## config.mk

```make
export PLATFORM = sky130hd
export DESIGN_NAME = mmio_hub
export DESIGN_NICKNAME = d
export VERILOG_FILES = /design/src/rtl/mmio_pkg.sv /design/src/rtl/mmio_cfg_regs.sv /design/src/rtl/mmio_hub.sv
export SDC_FILE = /design/constraint.sdc
export NUM_CORES = 1
export LEC_CHECK = 0
export ABC_CLOCK_PERIOD_IN_PS = 2600
export CORE_AREA = 5 5 379 381
export CTS_BUF_LIST = sky130_fd_sc_hd__clkbuf_2 sky130_fd_sc_hd__clkbuf_4 sky130_fd_sc_hd__clkbuf_8
export DETAILED_ROUTE_END_ITERATION = 8
export DIE_AREA = 0 0 384 386
export PLACE_DENSITY = 0.4
export SYNTH_ARGS = -nofsm -noshare
export SYNTH_HDL_FRONTEND = slang
export SYNTH_HIERARCHICAL = 1
export SYNTH_SLANG_ARGS = --single-unit
```

## constraint.sdc

```tcl
create_clock -name clock -period 2.6 [get_ports clock]
set_input_delay 0.65 -clock clock [delete_from_list [all_inputs] [get_ports clock]]
set_output_delay 0.65 -clock clock [all_outputs]
set_load 0.03 [all_outputs]
```

## src/rtl/mmio_pkg.sv

```systemverilog
// Shared definitions for the MMIO hub: unit codes, register offsets,
// reset constants and the decoded coprocessor address bundle.
package mmio_pkg;

    typedef logic [1:0] player_t;

    // Coprocessor-space address fields after the MSB has been stripped.
    typedef struct packed {
        logic       cop;
        logic [2:0] unit;
        player_t    pl;
        logic [4:0] rg;
    } cop_addr_t;

    localparam logic [2:0] UNIT_PHYS = 3'd0;
    localparam logic [2:0] UNIT_CTRL = 3'd1;
    localparam logic [2:0] UNIT_COLL = 3'd2;
    localparam logic [2:0] UNIT_ATK  = 3'd3;
    localparam logic [2:0] UNIT_CFG  = 3'd4;

    localparam logic [4:0] REG_SNAP   = 5'd0;
    localparam logic [4:0] REG_KNOCK  = 5'd1;
    localparam logic [4:0] REG_MASS   = 5'd0;
    localparam logic [4:0] REG_START  = 5'd1;
    localparam logic [4:0] REG_SIZE   = 5'd2;
    localparam logic [4:0] REG_TARGET = 5'd3;
    localparam logic [4:0] REG_GRAV   = 5'd8;
    localparam logic [4:0] REG_WIND   = 5'd9;
    localparam logic [4:0] REG_STPOS  = 5'd10;
    localparam logic [4:0] REG_STSIZE = 5'd11;

    localparam logic [31:0] GRAVITY_RST = 32'h0001_0000;
    localparam logic [31:0] WIND_RST    = 32'h0000_0010;
    localparam logic [31:0] STPOS_RST   = 32'h0143_0014;
    localparam logic [31:0] STSIZE_RST  = 32'h01FA_00C8;
    localparam logic [31:0] MASS_RST    = 32'h0000_0010;
    localparam logic [31:0] SIZE0_RST   = 32'h0085_007D;
    localparam logic [31:0] SIZE_RST    = 32'h0059_0055;

    function automatic logic [31:0] start_pos_rst(input int p);
        logic [31:0] v;
        case (p)
            0:       v = 32'h0160_00FA;
            1:       v = 32'h02A9_00FA;
            2:       v = 32'h01D0_00FA;
            default: v = 32'h0238_00FA;
        endcase
        return v;
    endfunction

endpackage

```

## src/rtl/mmio_cfg_regs.sv

```systemverilog
// Software-writable game constant bank with its reset values.
// Ports: clock/reset, one pre-qualified write port, all constants out.
module mmio_cfg_regs
    import mmio_pkg::*;
#(
    parameter int N_PLAYERS = 2
) (
    input  logic                   clock,
    input  logic                   reset,
    input  logic                   wr_en,
    input  player_t                wr_player,
    input  logic [4:0]             wr_reg,
    input  logic [31:0]            wr_data,
    output logic [31:0]            gravity,
    output logic [31:0]            wind,
    output logic [31:0]            stage_pos,
    output logic [31:0]            stage_size,
    output logic [N_PLAYERS*32-1:0] mass,
    output logic [N_PLAYERS*32-1:0] start_pos,
    output logic [N_PLAYERS*32-1:0] size,
    output logic [N_PLAYERS*2-1:0]  target
);

    // The caller only asserts wr_en for a mapped location, so globals
    // and per-player offsets can be matched independently here.
    always_ff @(posedge clock or negedge reset) begin
        if (!reset) begin
            gravity    <= GRAVITY_RST;
            wind       <= WIND_RST;
            stage_pos  <= STPOS_RST;
            stage_size <= STSIZE_RST;
            for (int i = 0; i < N_PLAYERS; i++) begin
                mass[32*i +: 32]      <= MASS_RST;
                start_pos[32*i +: 32] <= start_pos_rst(i);
                size[32*i +: 32]      <= (i == 0) ? SIZE0_RST : SIZE_RST;
                target[2*i +: 2]      <= 2'((i + 1) % N_PLAYERS);
            end
        end else if (wr_en) begin
            case (wr_reg)
                REG_GRAV:   gravity    <= wr_data;
                REG_WIND:   wind       <= wr_data;
                REG_STPOS:  stage_pos  <= wr_data;
                REG_STSIZE: stage_size <= wr_data;
                default: ;
            endcase
            for (int i = 0; i < N_PLAYERS; i++) begin
                if (int'(wr_player) == i) begin
                    case (wr_reg)
                        REG_MASS:   mass[32*i +: 32]      <= wr_data;
                        REG_START:  start_pos[32*i +: 32] <= wr_data;
                        REG_SIZE:   size[32*i +: 32]      <= wr_data;
                        REG_TARGET: target[2*i +: 2]      <= wr_data[1:0];
                        default: ;
                    endcase
                end
            end
        end
    end

endmodule

```

## src/rtl/mmio_hub.sv

```systemverilog
// MMIO hub: CPU load/store decode, per-frame coprocessor snapshot,
// attack target routing, config bank and registered read mux.
// Ports: CPU bus, dmem side, live coprocessor inputs, constants,
// snapshots, routed physics inputs and the illegal-write counter.
module mmio_hub
    import mmio_pkg::*;
#(
    parameter int N_PLAYERS = 2,
    parameter int ADDR_W    = 13,
    parameter int ERR_W     = 8
) (
    input  logic                    clock,
    input  logic                    reset,
    input  logic [ADDR_W-1:0]       address,
    input  logic [31:0]             data_in,
    input  logic                    wren,
    input  logic                    rden,
    output logic [31:0]             data_out,
    output logic                    rd_valid,
    input  logic [31:0]             dmem_q,
    output logic                    dmem_wren,
    input  logic                    frame_tick,
    input  logic [N_PLAYERS*32-1:0] pos_live,
    input  logic [N_PLAYERS*32-1:0] ctrl_live,
    input  logic [N_PLAYERS*32-1:0] attack_live,
    input  logic [N_PLAYERS*32-1:0] knock_live,
    input  logic [N_PLAYERS*4-1:0]  coll_live,
    output logic [31:0]             gravity,
    output logic [31:0]             wind,
    output logic [31:0]             stage_pos,
    output logic [31:0]             stage_size,
    output logic [N_PLAYERS*32-1:0] mass,
    output logic [N_PLAYERS*32-1:0] start_pos,
    output logic [N_PLAYERS*32-1:0] size,
    output logic [N_PLAYERS*32-1:0] snap_pos,
    output logic [N_PLAYERS*32-1:0] snap_ctrl,
    output logic [N_PLAYERS*32-1:0] snap_attack,
    output logic [N_PLAYERS*4-1:0]  snap_coll,
    output logic [N_PLAYERS*32-1:0] phys_knock,
    output logic [N_PLAYERS-1:0]    phys_attack,
    output logic [ERR_W-1:0]        err_count
);

    cop_addr_t                 ca;
    logic                      p_ok;
    logic                      cfg_hit;
    logic                      cfg_wr;
    logic                      err_wr;
    logic [31:0]               rd_data;
    logic [N_PLAYERS*32-1:0]   snap_knock;
    logic [N_PLAYERS*2-1:0]    target;
    logic [1:0]                unused_addr;

    assign ca.cop  = address[ADDR_W-1];
    assign ca.unit = address[11:9];
    assign ca.pl   = address[8:7];
    assign ca.rg   = address[6:2];
    assign unused_addr = address[1:0];

    assign p_ok = int'(ca.pl) < N_PLAYERS;

    // Per-player registers need a live player; globals exist only at p=0.
    always_comb begin
        cfg_hit = 1'b0;
        if (ca.unit == UNIT_CFG) begin
            if (p_ok && ca.rg <= REG_TARGET)
                cfg_hit = 1'b1;
            if (ca.pl == 2'd0 && ca.rg >= REG_GRAV && ca.rg <= REG_STSIZE)
                cfg_hit = 1'b1;
        end
    end

    assign cfg_wr    = wren & ca.cop & cfg_hit;
    assign err_wr    = wren & ca.cop & ~cfg_hit;
    assign dmem_wren = wren & ~ca.cop;

    mmio_cfg_regs #(
        .N_PLAYERS (N_PLAYERS)
    ) u_cfg (
        .clock      (clock),
        .reset      (reset),
        .wr_en      (cfg_wr),
        .wr_player  (ca.pl),
        .wr_reg     (ca.rg),
        .wr_data    (data_in),
        .gravity    (gravity),
        .wind       (wind),
        .stage_pos  (stage_pos),
        .stage_size (stage_size),
        .mass       (mass),
        .start_pos  (start_pos),
        .size       (size),
        .target     (target)
    );

    always_ff @(posedge clock or negedge reset) begin
        if (!reset) begin
            snap_pos    <= '0;
            snap_ctrl   <= '0;
            snap_attack <= '0;
            snap_knock  <= '0;
            snap_coll   <= '0;
        end else if (frame_tick) begin
            snap_pos    <= pos_live;
            snap_ctrl   <= ctrl_live;
            snap_attack <= attack_live;
            snap_knock  <= knock_live;
            snap_coll   <= coll_live;
        end
    end

    // Stored targets are taken mod N_PLAYERS so any 2-bit value is legal.
    always_comb begin
        phys_knock  = '0;
        phys_attack = '0;
        for (int t = 0; t < N_PLAYERS; t++) begin
            for (int p = 0; p < N_PLAYERS; p++) begin
                if (p != t && (int'(target[2*p +: 2]) % N_PLAYERS) == t) begin
                    phys_knock[32*t +: 32] |= snap_knock[32*p +: 32];
                    phys_attack[t]         |= snap_attack[32*p];
                end
            end
        end
    end

    logic [31:0] s_pos;
    logic [31:0] s_ctrl;
    logic [31:0] s_atk;
    logic [31:0] s_knock;
    logic [3:0]  s_coll;
    logic [31:0] c_mass;
    logic [31:0] c_start;
    logic [31:0] c_size;
    logic [1:0]  c_tgt;

    always_comb begin
        s_pos   = '0;
        s_ctrl  = '0;
        s_atk   = '0;
        s_knock = '0;
        s_coll  = '0;
        c_mass  = '0;
        c_start = '0;
        c_size  = '0;
        c_tgt   = '0;
        for (int i = 0; i < N_PLAYERS; i++) begin
            if (int'(ca.pl) == i) begin
                s_pos   = snap_pos[32*i +: 32];
                s_ctrl  = snap_ctrl[32*i +: 32];
                s_atk   = snap_attack[32*i +: 32];
                s_knock = snap_knock[32*i +: 32];
                s_coll  = snap_coll[4*i +: 4];
                c_mass  = mass[32*i +: 32];
                c_start = start_pos[32*i +: 32];
                c_size  = size[32*i +: 32];
                c_tgt   = target[2*i +: 2];
            end
        end
    end

    always_comb begin
        rd_data = '0;
        if (!ca.cop) begin
            rd_data = dmem_q;
        end else if (p_ok) begin
            case (ca.unit)
                UNIT_PHYS: if (ca.rg == REG_SNAP) rd_data = s_pos;
                UNIT_CTRL: if (ca.rg == REG_SNAP) rd_data = s_ctrl;
                UNIT_COLL: if (ca.rg == REG_SNAP) rd_data = {28'b0, s_coll};
                UNIT_ATK: begin
                    if (ca.rg == REG_SNAP)  rd_data = s_atk;
                    if (ca.rg == REG_KNOCK) rd_data = s_knock;
                end
                UNIT_CFG: begin
                    case (ca.rg)
                        REG_MASS:   rd_data = c_mass;
                        REG_START:  rd_data = c_start;
                        REG_SIZE:   rd_data = c_size;
                        REG_TARGET: rd_data = {30'b0, c_tgt};
                        default: ;
                    endcase
                    if (ca.pl == 2'd0) begin
                        case (ca.rg)
                            REG_GRAV:   rd_data = gravity;
                            REG_WIND:   rd_data = wind;
                            REG_STPOS:  rd_data = stage_pos;
                            REG_STSIZE: rd_data = stage_size;
                            default: ;
                        endcase
                    end
                end
                default: ;
            endcase
        end
    end

    // Sampling rd_data at the same edge as wren gives old-value reads
    // on a same-cycle write, and pre-tick snapshots on a tick cycle.
    always_ff @(posedge clock or negedge reset) begin
        if (!reset) begin
            data_out <= '0;
            rd_valid <= 1'b0;
        end else begin
            rd_valid <= rden;
            if (rden)
                data_out <= rd_data;
        end
    end

    always_ff @(posedge clock or negedge reset) begin
        if (!reset)
            err_count <= '0;
        else if (err_wr && err_count != {ERR_W{1'b1}})
            err_count <= err_count + 1'b1;
    end

endmodule
```

# Word level (Yosys, flattened, before mapping)
# Cells that the tools add are included.
[op_classes]
add_sub_neg = 1
reduce_logical = 21
order_cmp = 4
n_eq_ne = 13
mux = 36
n_bitwise = 6
[op_table]
columns = ["operator", "n"]
rows = [
  ["$mux 32", 23],
  ["$pmux 32 s4", 2],
  ["$pmux 32 s5", 1],
  ["$logic_not 32->1", 1],
  ["$reduce_and 3->1", 8],
  ["$eq 5x4->1 const B", 4],
  ["$mux 4", 3],
  ["$eq 5x2->1 const B", 2],
  ["$add 8x1->8 const B", 1],
  ["$ne 8x8->1 const B", 1],
  ["$reduce_and 2->1", 4],
  ["$eq 3x2->1 const B", 2],
  ["$eq 5x1->1 const B", 1],
  ["$ge 5x4->1 const B", 1],
  ["$le 5x2->1 const B", 1],
  ["$le 5x4->1 const B", 1],
  ["$logic_not 5->1", 1],
  ["$mux 1", 5],
  ["$and 1x1->1", 4],
  ["$logic_and 1x1->1", 4],
  ["$logic_not 2->1", 2],
  ["$mux 2", 2],
  ["$eq 3x1->1 const B", 1],
  ["$eq 3x3->1 const B", 1],
  ["4 further kinds", 5],
]
[totals]
register_bits = 629
input_bits = 346
out_inout_bits = 628

# Logic depth before layout (Yosys ltp)
# Gate-level depths: netlist of the first run.
[depth]
depth_word = 9
ltp_mapped = 9
depth_no_buf = 6

# Cells and area by module
# The synthesis of the first run kept the hierarchy.
[by_module_without_submodules]
columns = ["module", "instances", "seq_area_each_um2", "area_per_inst_um2", "cells_each"]
rows = [
  ["mmio_hub", 1, 7632.3, 16869.9, 1407],
  ["mmio_cfg_regs", 1, 8180.3, 12278.0, 734],
]

# Worst setup path after synthesis of the first run
# OpenSTA, ideal clock, no wires.
[synth_path]
path_kind = "input to register"
startpoint = "in address[9]"
endpoint = "reg u_cfg.stage_size[10]"
setup_time_ps = 125
t_required_ps = 2475
path_stages = 9
slack_ps = -131
arrival_ps = 2606
path_cell_list = "buf_2 nor3b_1 nand2_1 nor2_1 and4bb_2 and3_1 clkbuf_1 buf_2 mux2_2"
[synth_via]
elab_chain_cells = 4
[synth_lines]
columns = ["element", "line", "rtl"]
rows = [
  ["start: declaration", "mmio_hub.sv:14", "input logic [ADDR_W-1:0] address,"],
  ["$eq 3x3->1", "mmio_hub.sv:65", "if (ca.unit == UNIT_CFG) begin"],
  ["$mux 1", "mmio_hub.sv:65", ""],
  ["$and 1x1->1", "mmio_hub.sv:73", "assign cfg_wr = wren & ca.cop & cfg_hit;"],
  ["net cfg_wr", "mmio_hub.sv:47", "logic cfg_wr;"],
  ["$reduce_and 2->1 (no line)", "--", ""],
  ["end signal: assignment", "mmio_cfg_regs.sv:43", "REG_STSIZE: stage_size <= wr_data;"],
  ["end: declaration", "mmio_cfg_regs.sv:17", "output logic [31:0] stage_size,"],
]
# The timed path passes the listed nets, and every way through them passes these cells.
# A chain may end at the register's enable or synchronous reset.

# Final worst setup path of the first run
[layout_path]
startpoint = "reg u_cfg.target[0]"
endpoint = "out phys_knock[59]"
[layout_via]
elab_chain_cells = 1
[layout_lines]
columns = ["element", "line", "rtl"]
rows = [
  ["start: declaration", "mmio_cfg_regs.sv:21", "output logic [N_PLAYERS*2-1:0] target"],
  ["start signal: indexed assignment", "mmio_cfg_regs.sv:36", "target[2*i +: 2] <= 2'((i + 1) % N_PLAYERS);"],
  ["start signal: indexed assignment", "mmio_cfg_regs.sv:52", "REG_TARGET: target[2*i +: 2] <= wr_data[1:0];"],
  ["$mux 32", "mmio_hub.sv:118", "if (p != t && (int'(target[2*p +: 2]) % N_PLAYERS) == t) begin"],
  ["end: declaration", "mmio_hub.sv:39", "output logic [N_PLAYERS*32-1:0] phys_knock,"],
]
# No other way between the ends.

==> results of run 1 <==
logic make-up (layout without fill, tap and decap cells):
family / after synthesis / after routing / synth area share (%)
AO/OA/AOI/OAI: 235 / 235 / 5.58
XOR/XNOR: 7 / 7 / 0.210
adder cells (fa/ha/maj): 1 / 1 / 0.0429
buffers and inverters: 197 / 1501 / 2.89
flip-flops: 629 / 629 / 54.2
multiplexers: 818 / 818 / 32.3
other: 0 / 14 / 0
AND/OR/NAND/NOR: 254 / 254 / 4.78
routing by layer:
layer  vias to the layer above  wire, microns
li1                      10300              -
met1                     12800          70800
met2                       935          88300
met3                       209          13800
met4                        12           4610
met5                         -             78
worst max-delay path: stages, from the launching register on:
cell     delay [ns]
dfstp_4        0.67
buf_12         0.15
buf_16         0.14
and2_4         0.17
buf_6          0.13
power by group:
| group | switching [mW] | internal, mW | total [mW] |
|---|---|---|---|
| sequential | 0.571 | 10.3 | 10.9 |
| combinational | 2.75 | 1.96 | 4.71 |
| clock | 4.78 | 6.61 | 11.4 |
worst max path at each step:
stage	cells after the start	startpoint	to
6_report	4	u_cfg/target[0]	phys_knock[59]
3_3_place_gp	9	address[5]	data_out[27]
4_1_cts	4	u_cfg/target[0]	phys_knock[58]
3_5_place_dp	9	address[5]	data_out[27]
2_1_floorplan	9	address[7]	u_cfg/stage_size[11]
5_1_grt	4	u_cfg/target[0]	phys_knock[58]
final cells by class:
class,count,share of cell area (%)
Timing Repair Buffer,1252,26.3
Antenna cell,14,0.0759
Tap cell,1890,5.12
Clock buffer,215,5.65
Clock inverter,16,0.415
Sequential cell,629,34.3
Inverter,18,0.146
Multi-Input combinational cell,1315,28.0
stage by stage:
step	hold slack (ns)	worst slack, ns	cell area (sq um)	std cells
2_1_floorplan	0.354	0.0116	29200	2141
3_3_place_gp	0.486	-1.50	43300	5090
3_5_place_dp	0.499	-1.46	43300	5090
4_1_cts	0.179	-0.287	45800	5333
5_1_grt	0.214	-0.231	46100	5340
6_report	0.259	-0.148	46200	5349
registers in the layout (all words and copies together), names as in the netlist:
signal and cells:
u_cfg/size 64, u_cfg/target 4, err_count 8, snap_attack 64, u_cfg/gravity 32, data_out 32
snap_ctrl 64, u_cfg/stage_size 32, u_cfg/wind 32, rd_valid 1, u_cfg/start_pos 64, snap_pos 64
snap_knock 64, u_cfg/stage_pos 32, snap_coll 8, u_cfg/mass 64
timing repair:
action,4_1_cts,5_1_grt
setup buffers,8,1
hold buffers,1,0
setup endpoints to repair,642,277
gates resized for setup,988,57
pin swaps,15,0
cloned,3,3
hold endpoints to repair,119,0
layout by cell type, fill, tap and decap left out, drive strengths merged, types with 13 or more instances in the layout:
cell	count
mux2	620
dfrtp	571
dlygate4sd2	520
buf	362
clkdlybuf4s50	335
clkbuf	217
mux2i	163
o22ai	65
dfstp	58
nor2	54
nand2	39
nor2b	39
o21ai	36
mux4	35
and2	35
nor3	35
a21oi	33
clkdlybuf4s15	32
inv	25
a221o	17
nand2b	16
a221oi	15
o31ai	15
diode	14
a222oi	13
a21o	13
==> run summary, run 1 <==
crit path DAT: 2.10 ns
VDD IR max: 0.380 mV
Initial Utilization: 20.8%
crit-path max FO: 7
clk_lat worst skew: 0.87 ns
most numerous cell in the Yosys netlist: mux2_2
first-pass GRT wire length: 236000 microns
Critical R2R Launch: snap_attack[52]
Req. time, crit path: 1.95 ns
DRT Wirelength: 178000 microns
remaining global-route overflow: 0
syn nets: 2488
grt met3 use: 6.94%
post-synth top area cell: dfrtp_1
Fin Clk Skew: 0.0402 ns
endpoints failing setup: 41
RSZ-0062 raised after global routing: true
FFs w/ async S/R, synth: 100%
Max Clk Rate: 364 MHz
final hold vios: 0
Die Wd: 384 microns
first drt pass iteration count: 7
number of enable flip-flop cells after synthesis: 0
Crit Path Class: reg -> out
Mapped Cells: 2141
status: finished, violations left
slew at the pin closest to its max-slew limit: 0.970 ns
DRC: 0
Fillers: 14400
Post-Synthesis Cell Area: 29100 sq um
total die area: 148000 sq um
reg2reg path depth: 5
Yosys cell types: 59
Max clock buf depth: 3
Register Area: 15800 sq um
crit share post-route: 106%
WL/cell: 33.2 microns
dominant cells by area after synthesis: dfrtp_1, mux2_2, mux2i_1
Leak: 22.0 nW
Commonest cells post-synth: mux2_2, dfrtp_1, mux2i_1
violated checks: negative setup slack
CTS tree: yes
GRT met2 Usage: 40.3%
total CTS buffers: 130
Ports: 974
area of the multi-input gates: 12900 sq um
slew margin rel.: 33.5%
dpl hpwl: 142000 microns
GP Congestion: 0.866
vias post-DR: 24300
syn_area_per_cell: 13.6 sq um
Synth Register Bits: 629
final setup TNS: -3.14 ns
R2R setup slack: 0.16 ns
HP Class: in -> async
P&R area growth vs syn: 58.3%
final core utilization: 32.9%
share of cells above drive strength 1: 41.3%
via/cell ratio: 4.54
max cap viols: 0
FF-to-FF End: data_out[20]
initial antenna violation count: 37
P per Cell Area: 585 nW/um^2
die height: 386 microns
Setup crit start kind: register
remaining antenna violation count after routing: 0
pins over their slew limit: 0
Total GRT Usage: 23.2%
Worst setup EP type: output pin
pin count of the biggest net entering global routing: 91
Total Power: 27.0 mW
Placement Rows: 138
vias in the first global route: 26500
Max H-tree Level: 4
drt first-iter violations: 1497
min Tclk post-route: 2.75 ns
met1 Use GR: 28.0%
IO Port Bufs: 971
core area: 140000 sq um
CTS root buf: clkbuf_8
post-synthesis sequential area ratio: 54.2%
Primary FF master, synth: dfrtp_1
Worst-path clk slew: 0.05 ns
grt peak-use layer: met2
post-synth top area share: 49.0%
Yosys Warn Count: 6
post-route worst setup slack: -0.148 ns
post-layout net count: 3693
clk sink count: 629
(Power assumes the default switching activity.)
==> run 2, diff against run 1 <==
--- a/config.mk
+++ b/config.mk
@@ -5,12 +5,13 @@
 export SDC_FILE = /design/constraint.sdc
 export NUM_CORES = 1
 export LEC_CHECK = 0
-export ABC_CLOCK_PERIOD_IN_PS = 2600
+export ABC_CLOCK_PERIOD_IN_PS = 3400
 export CORE_AREA = 5 5 379 381
 export CTS_BUF_LIST = sky130_fd_sc_hd__clkbuf_2 sky130_fd_sc_hd__clkbuf_4 sky130_fd_sc_hd__clkbuf_8
 export DETAILED_ROUTE_END_ITERATION = 8
 export DIE_AREA = 0 0 384 386
 export PLACE_DENSITY = 0.4
+export SKIP_LAST_GASP = 1
 export SYNTH_ARGS = -nofsm -noshare
 export SYNTH_HDL_FRONTEND = slang
 export SYNTH_HIERARCHICAL = 1
==> constraint.sdc (replaced) <==
create_clock -name clock -period 3.4 [get_ports clock]
set_input_delay 0.85 -clock clock [delete_from_list [all_inputs] [get_ports clock]]
set_output_delay 0.85 -clock clock [all_outputs]
set_load 0.03 [all_outputs]
==> run summary, run 2 (same netlist as run 1, synthesis figures left out) <==
Worst-path clk slew: 0.06 ns (was 0.05 ns)
HP Class: in -> async (unchanged)
DRT Wirelength: 173000 microns (was 178000 microns)
min Tclk post-route: 3.32 ns
P per Cell Area: 444 nW/um^2 (was 585 nW/um^2)
Max H-tree Level: 3 (was 4)
IO Port Bufs: 971 (unchanged)
Placement Rows: 138 (unchanged)
non-filler instance count after layout: 5237 (was 5349)
vias post-DR: 23500 (was 24300)
clk_lat worst skew: 0.84 ns (was 0.87 ns)
max cap viols: 0 (unchanged)
pins over their slew limit: 0 (unchanged)
wire length on met2: 87500 microns (was 88300 microns)
final instance area: 45100 sq um (was 46200 sq um)
crit share post-route: 97.7%
Total GRT Usage: 22.6% (was 23.2%)
Total Power: 20.0 mW (was 27.0 mW)
post-layout net count: 3593 (was 3693)
Met3 Routed Length: 12800 microns (was 13800 microns)
final core utilization: 32.2% (was 32.9%)
Place WS: -0.557 ns (was -1.46 ns)
Crit Path Class: reg -> out (unchanged)
slew margin rel.: 31.4% (was 33.5%)
Req. time, crit path: 2.55 ns (was 1.95 ns)
remaining global-route overflow: 0 (unchanged)
placed cells: 5012 (was 5090)
clk sink count: 629 (unchanged)
pin count of the biggest net entering global routing: 81 (was 91)
first-pass GRT wire length: 231000 microns (was 236000 microns)
remaining antenna violation count after routing: 0 (unchanged)
crit path DAT: 2.47 ns (was 2.10 ns)
Worst setup EP type: output pin (unchanged)
share of cells above drive strength 1: 34.5% (was 41.3%)
DRC: 0 (unchanged)
drt first-iter violations: 1163 (was 1497)
RSZ-0062 raised after global routing: false (was true)
Max clock buf depth: 3 (unchanged)
final setup TNS: 0 ns (was -3.14 ns)
leading cell type in the layout, fill and taps excluded: clkdlybuf4s50_1 (was mux2_2)
slew at the pin closest to its max-slew limit: 1.03 ns (was 0.970 ns)
via/cell ratio: 4.48 (was 4.54)
crit-path max FO: 19 (was 7)
highest routed layer: met5 (unchanged)
DRT met1 WL: 68600 microns (was 70800 microns)
Leak: 19.3 nW (was 22.0 nW)
endpoints failing setup: 0 (was 41)
Fillers: 14200 (was 14400)
GP Congestion: 0.876 (was 0.866)
WL/cell: 33.0 microns (was 33.2 microns)
Setup crit start kind: register (unchanged)
vias in the first global route: 25800 (was 26500)
most frequent cells in the layout: clkdlybuf4s50_1, mux2_2, dfrtp_1, mux2i_1, clkbuf_8 (was mux2_2, dfrtp_1, dlygate4sd2_1, clkdlybuf4s50_1, buf_4)
VDD IR max: 0.246 mV (was 0.380 mV)
R2R setup slack: 1.32 ns (was 0.16 ns)
first drt pass iteration count: 5 (was 7)
dpl hpwl: 137000 microns (was 142000 microns)
Post-Place Cell Area: 42500 sq um (was 43300 sq um)
Fin Clk Skew: 0.0448 ns (was 0.0402 ns)
Max Clk Rate: 301 MHz
die height: 386 microns (unchanged)
Initial Utilization: 20.8% (unchanged)
total die area: 148000 sq um (unchanged)
CTS root buf: clkbuf_8 (unchanged)
initial antenna violation count: 30 (was 37)
Ports: 974 (unchanged)
total CTS buffers: 120 (was 130)
post-route worst setup slack: 0.0780 ns (was -0.148 ns)
core area: 140000 sq um (unchanged)
Die Wd: 384 microns (unchanged)
status: finished clean (was finished, violations left)
CTS tree: yes (unchanged)
P&R area growth vs syn: 54.6% (was 58.3%)
final hold vios: 0 (unchanged)
WHS: 0.112 ns (was 0.259 ns)
-- run 2: cell types whose count changed in the layout (fill, tap and decap cells not counted), moves of 11 or more --
cell / before / now
dlygate4sd2_1: 520 / 39
nor2b_4: 28 / 0
clkdlybuf4s15_2: 23 / 6
clkbuf_4: 56 / 41
buf_12: 67 / 45
and2_1: 3 / 35
clkinv_2: 3 / 15
buf_4: 229 / 147
clkdlybuf4s50_1: 335 / 911
clkbuf_8: 159 / 148
and2_4: 32 / 0
buf_6: 55 / 1
nor2b_1: 10 / 38
-- run 2: final timing paths --
path	from	endpoint	depth (start not counted)
min	reset	data_out[15]	1
max	u_cfg/target[2]	phys_knock[15]	2
min in group clock	rden	rd_valid	2
max reg2reg	snap_knock[20]	data_out[20]	6
min reg2reg	err_count[7]	err_count[7]	1
max in group asynchronous	reset	u_cfg/start_pos[1]	2
-- run 2: cell type report --
cell class              instances  area (sq um)  area share [%]
inverters                      18          67.6           0.150
diodes                         11          27.5          0.0611
well taps                    1890          2360            5.25
multi-input cells            1315         12600            27.9
clock inverters                23           194           0.430
flip-flops and latches        629         15800            35.1
repair buffers               1162         11700            25.9
clock buffers                 189          2340            5.20
-- run 2: where the power goes --
| part | switching [mW] | internal (mW) | total [mW] | leakage [nW] |
|---|---|---|---|---|
| sequential | 0.399 | 7.89 | 8.29 | 7.90 |
| combinational | 2.04 | 1.59 | 3.63 | 10.1 |
| clock | 3.60 | 4.50 | 8.10 | 1.36 |
| total | 6.04 | 14.0 | 20.0 | 19.3 |
-- run 2: critical path, cell delays in order, from the launching register on --
cell             delay, ns
dfrtp_4               0.63
nor2b_1               0.28
clkdlybuf4s50_1       0.72
-- run 2: layer usage --
layer | GRT usage, % | up-vias
met5 | 0 | -
met4 | 5.56 | 22
met3 | 7.25 | 195
met2 | 40.3 | 758
met1 | 26.4 | 12400
li1 | - | 10100
-- run 2: what timing repair did --
item	4_1_cts	5_1_grt
hold endpoints to repair	0	0
gates resized for setup	65	4
pin swaps	0	0
setup endpoints to repair	66	4
buffers inserted	2	0
hold buffers	0	0
==> run 3, diff against run 2 <==
--- a/config.mk
+++ b/config.mk
@@ -10,7 +10,7 @@
 export CTS_BUF_LIST = sky130_fd_sc_hd__clkbuf_2 sky130_fd_sc_hd__clkbuf_4 sky130_fd_sc_hd__clkbuf_8
 export DETAILED_ROUTE_END_ITERATION = 8
 export DIE_AREA = 0 0 384 386
-export PLACE_DENSITY = 0.4
+export PLACE_DENSITY = 0.43
 export SKIP_LAST_GASP = 1
 export SYNTH_ARGS = -nofsm -noshare
 export SYNTH_HDL_FRONTEND = slang
==> run summary, run 3 (same netlist as run 1, synthesis figures left out) <==
core area: 140000 sq um (unchanged)
RSZ-0062 raised after global routing: false (unchanged)
Req. time, crit path: 2.55 ns (about the same)
pins over their slew limit: 0 (unchanged)
IO Port Bufs: 971 (unchanged)
leading cell type in the layout, fill and taps excluded: clkdlybuf4s50_1 (unchanged)
final core utilization: 32.3% (was 32.2%)
CTS tree: yes (unchanged)
remaining global-route overflow: 0 (unchanged)
P&R area growth vs syn: 55.5% (was 54.6%)
worst-path cell chain: nor2b_1, clkdlybuf4s50_1 (unchanged)
pin count of the biggest net entering global routing: 86 (was 81)
post-route worst setup slack: 0.120 ns (was 0.0780 ns)
Worst Hold Depth: 1
most frequent cells in the layout: clkdlybuf4s50_1, mux2_2, dfrtp_1, clkbuf_8, mux2i_1 (was clkdlybuf4s50_1, mux2_2, dfrtp_1, mux2i_1, clkbuf_8)
total die area: 148000 sq um (unchanged)
Setup crit start kind: register (unchanged)
P per Cell Area: 456 nW/um^2 (was 444 nW/um^2)
min Tclk post-route: 3.28 ns (was 3.32 ns)
die height: 386 microns (unchanged)
Critical R2R Launch: snap_knock[46] (was snap_knock[20])
slew at the pin closest to its max-slew limit: 1.02 ns (was 1.03 ns)
clk_lat worst skew: 0.86 ns (was 0.84 ns)
CP max stage cell: clkdlybuf4s50_1 (unchanged)
Post-Place Cell Area: 42600 sq um (was 42500 sq um)
Leak: 19.5 nW (was 19.3 nW)
first drt pass iteration count: 5 (unchanged)
Initial Utilization: 20.8% (unchanged)
crit-path max FO: 19 (unchanged)
CTS root buf: clkbuf_8 (unchanged)
Max clock buf depth: 3 (unchanged)
Die Wd: 384 microns (unchanged)
dpl hpwl: 137000 microns (about the same)
FF-to-FF End: data_out[14] (was data_out[20])
crit share post-route: 96.5% (was 97.7%)
Ports: 974 (unchanged)
endpoints failing setup: 0 (unchanged)
final instance area: 45300 sq um (was 45100 sq um)
Worst Hold End: err_count[6]
WL/cell: 33.0 microns (about the same)
reg2reg path depth: 4 (was 6)
Total Power: 20.7 mW (was 20.0 mW)
HP Class: reg -> reg (was in -> async)
Total GRT Usage: 22.8% (was 22.6%)
Fin Clk Skew: 0.0415 ns (was 0.0448 ns)
remaining antenna violation count after routing: 0 (unchanged)
Max H-tree Level: 4 (was 3)
via/cell ratio: 4.49 (was 4.48)
drt first-iter violations: 1221 (was 1163)
Placement Rows: 138 (unchanged)
vias in the first global route: 25000 (was 25800)
Worst-path clk slew: 0.06 ns (about the same)
total CTS buffers: 130 (was 120)
clk sink count: 629 (unchanged)
Top delay family on crit path: buffers and inverters (unchanged)
DRT Wirelength: 174000 microns (was 173000 microns)
GP Congestion: 0.861 (was 0.876)
status: finished clean (unchanged)
crit-path max cell delay: 0.71 ns (was 0.72 ns)
Crit Path Class: reg -> out (unchanged)
slew margin rel.: 31.9% (was 31.4%)
crit path DAT: 2.43 ns (was 2.47 ns)
Worst setup EP type: output pin (unchanged)
Place WS: -0.272 ns (was -0.557 ns)
R2R setup slack: 1.09 ns (was 1.32 ns)
final hold vios: 0 (unchanged)
first-pass GRT wire length: 231000 microns (about the same)
VDD IR max: 0.268 mV (was 0.246 mV)
max cap viols: 0 (unchanged)
DRC: 0 (unchanged)
vias post-DR: 23600 (was 23500)
share of cells above drive strength 1: 34.8% (was 34.5%)
worst setup path start: u_cfg/target[2] (unchanged)
Max Clk Rate: 305 MHz (was 301 MHz)
initial antenna violation count: 23 (was 30)
worst path bufs/invs: 1 (unchanged)
Min-Delay Startpoint: err_count[6]
post-layout net count: 3613 (was 3593)
run 3: changes by cell type in the layout (fill, tap and decap cells not counted), moves of 6 or more:
cell             previous run  this run
clkbuf_4                   41        47
clkinv_2                   15         8
clkbuf_8                  148       164
buf_4                     147       160
clkdlybuf4s15_2             6         0
dlygate4sd2_1              39        45
run 3: timing repair:
item / 4_1_cts / 5_1_grt
buffers inserted: 1 / 0
endpoints found under the hold margin: 24 / 0
gates resized for setup: 53 / 0
endpoints found under the setup margin: 66 / 0
hold buffers: 1 / 0
run 3: area by class of cell:
class	instances	area, sq um
Multi-Input combinational cell	1315	12600
Clock inverter	19	158
Tap cell	1890	2360
Timing Repair Buffer	1172	11700
Fill cell	14400	94900
Inverter	18	67.6
Clock buffer	211	2610
Sequential cell	629	15800
Antenna cell	8	20.0
run 3: worst max-delay path by stage:
stage | slack (ns) | cells after the start | end
final | 0.12 | 2 | phys_knock[11]
after global routing | 0.004 | 3 | phys_knock[60]
after CTS | -0.01 | 2 | phys_knock[42]
after global placement | -0.29 | 11 | u_cfg/wind[3]
after detailed placement | -0.27 | 10 | data_out[17]
after floorplan | 0.47 | 9 | u_cfg/stage_size[10]
run 3: routing by layer:
layer	part of all wire, %	routed length (microns)	vias to the layer above	track usage (%)
met2	50	86400	805	39.2
met5	0.067	116	-	0
met4	1.8	3040	18	4.79
met1	41	72000	12500	27.9
met3	7.0	12200	167	7.27
li1	-	-	10200	-
run 3: worst reg2reg max path: stages (launching register included):
cell and delay (ns):
dfrtp_1 0.39, mux2i_1 0.72, o22ai_1 0.22, a221oi_1 0.68
o31ai_1 0.16
run 3: where the power goes:
part           internal [mW]  total (mW)  switching (mW)
logic                   1.60        3.63            2.03
registers               7.89        8.33           0.438
clock network           4.93        8.69            3.77
run 3: through the flow:
stage                     TNS (ns)  hold slack [ns]  cells
final                            0            0.492   5262
after detailed placement    -52.01            0.492   5022
after CTS                  -0.0140            0.433   5254
after floorplan                  0            0.480   2141
after global placement      -66.90            0.492   5022
after global routing             0            0.483   5259
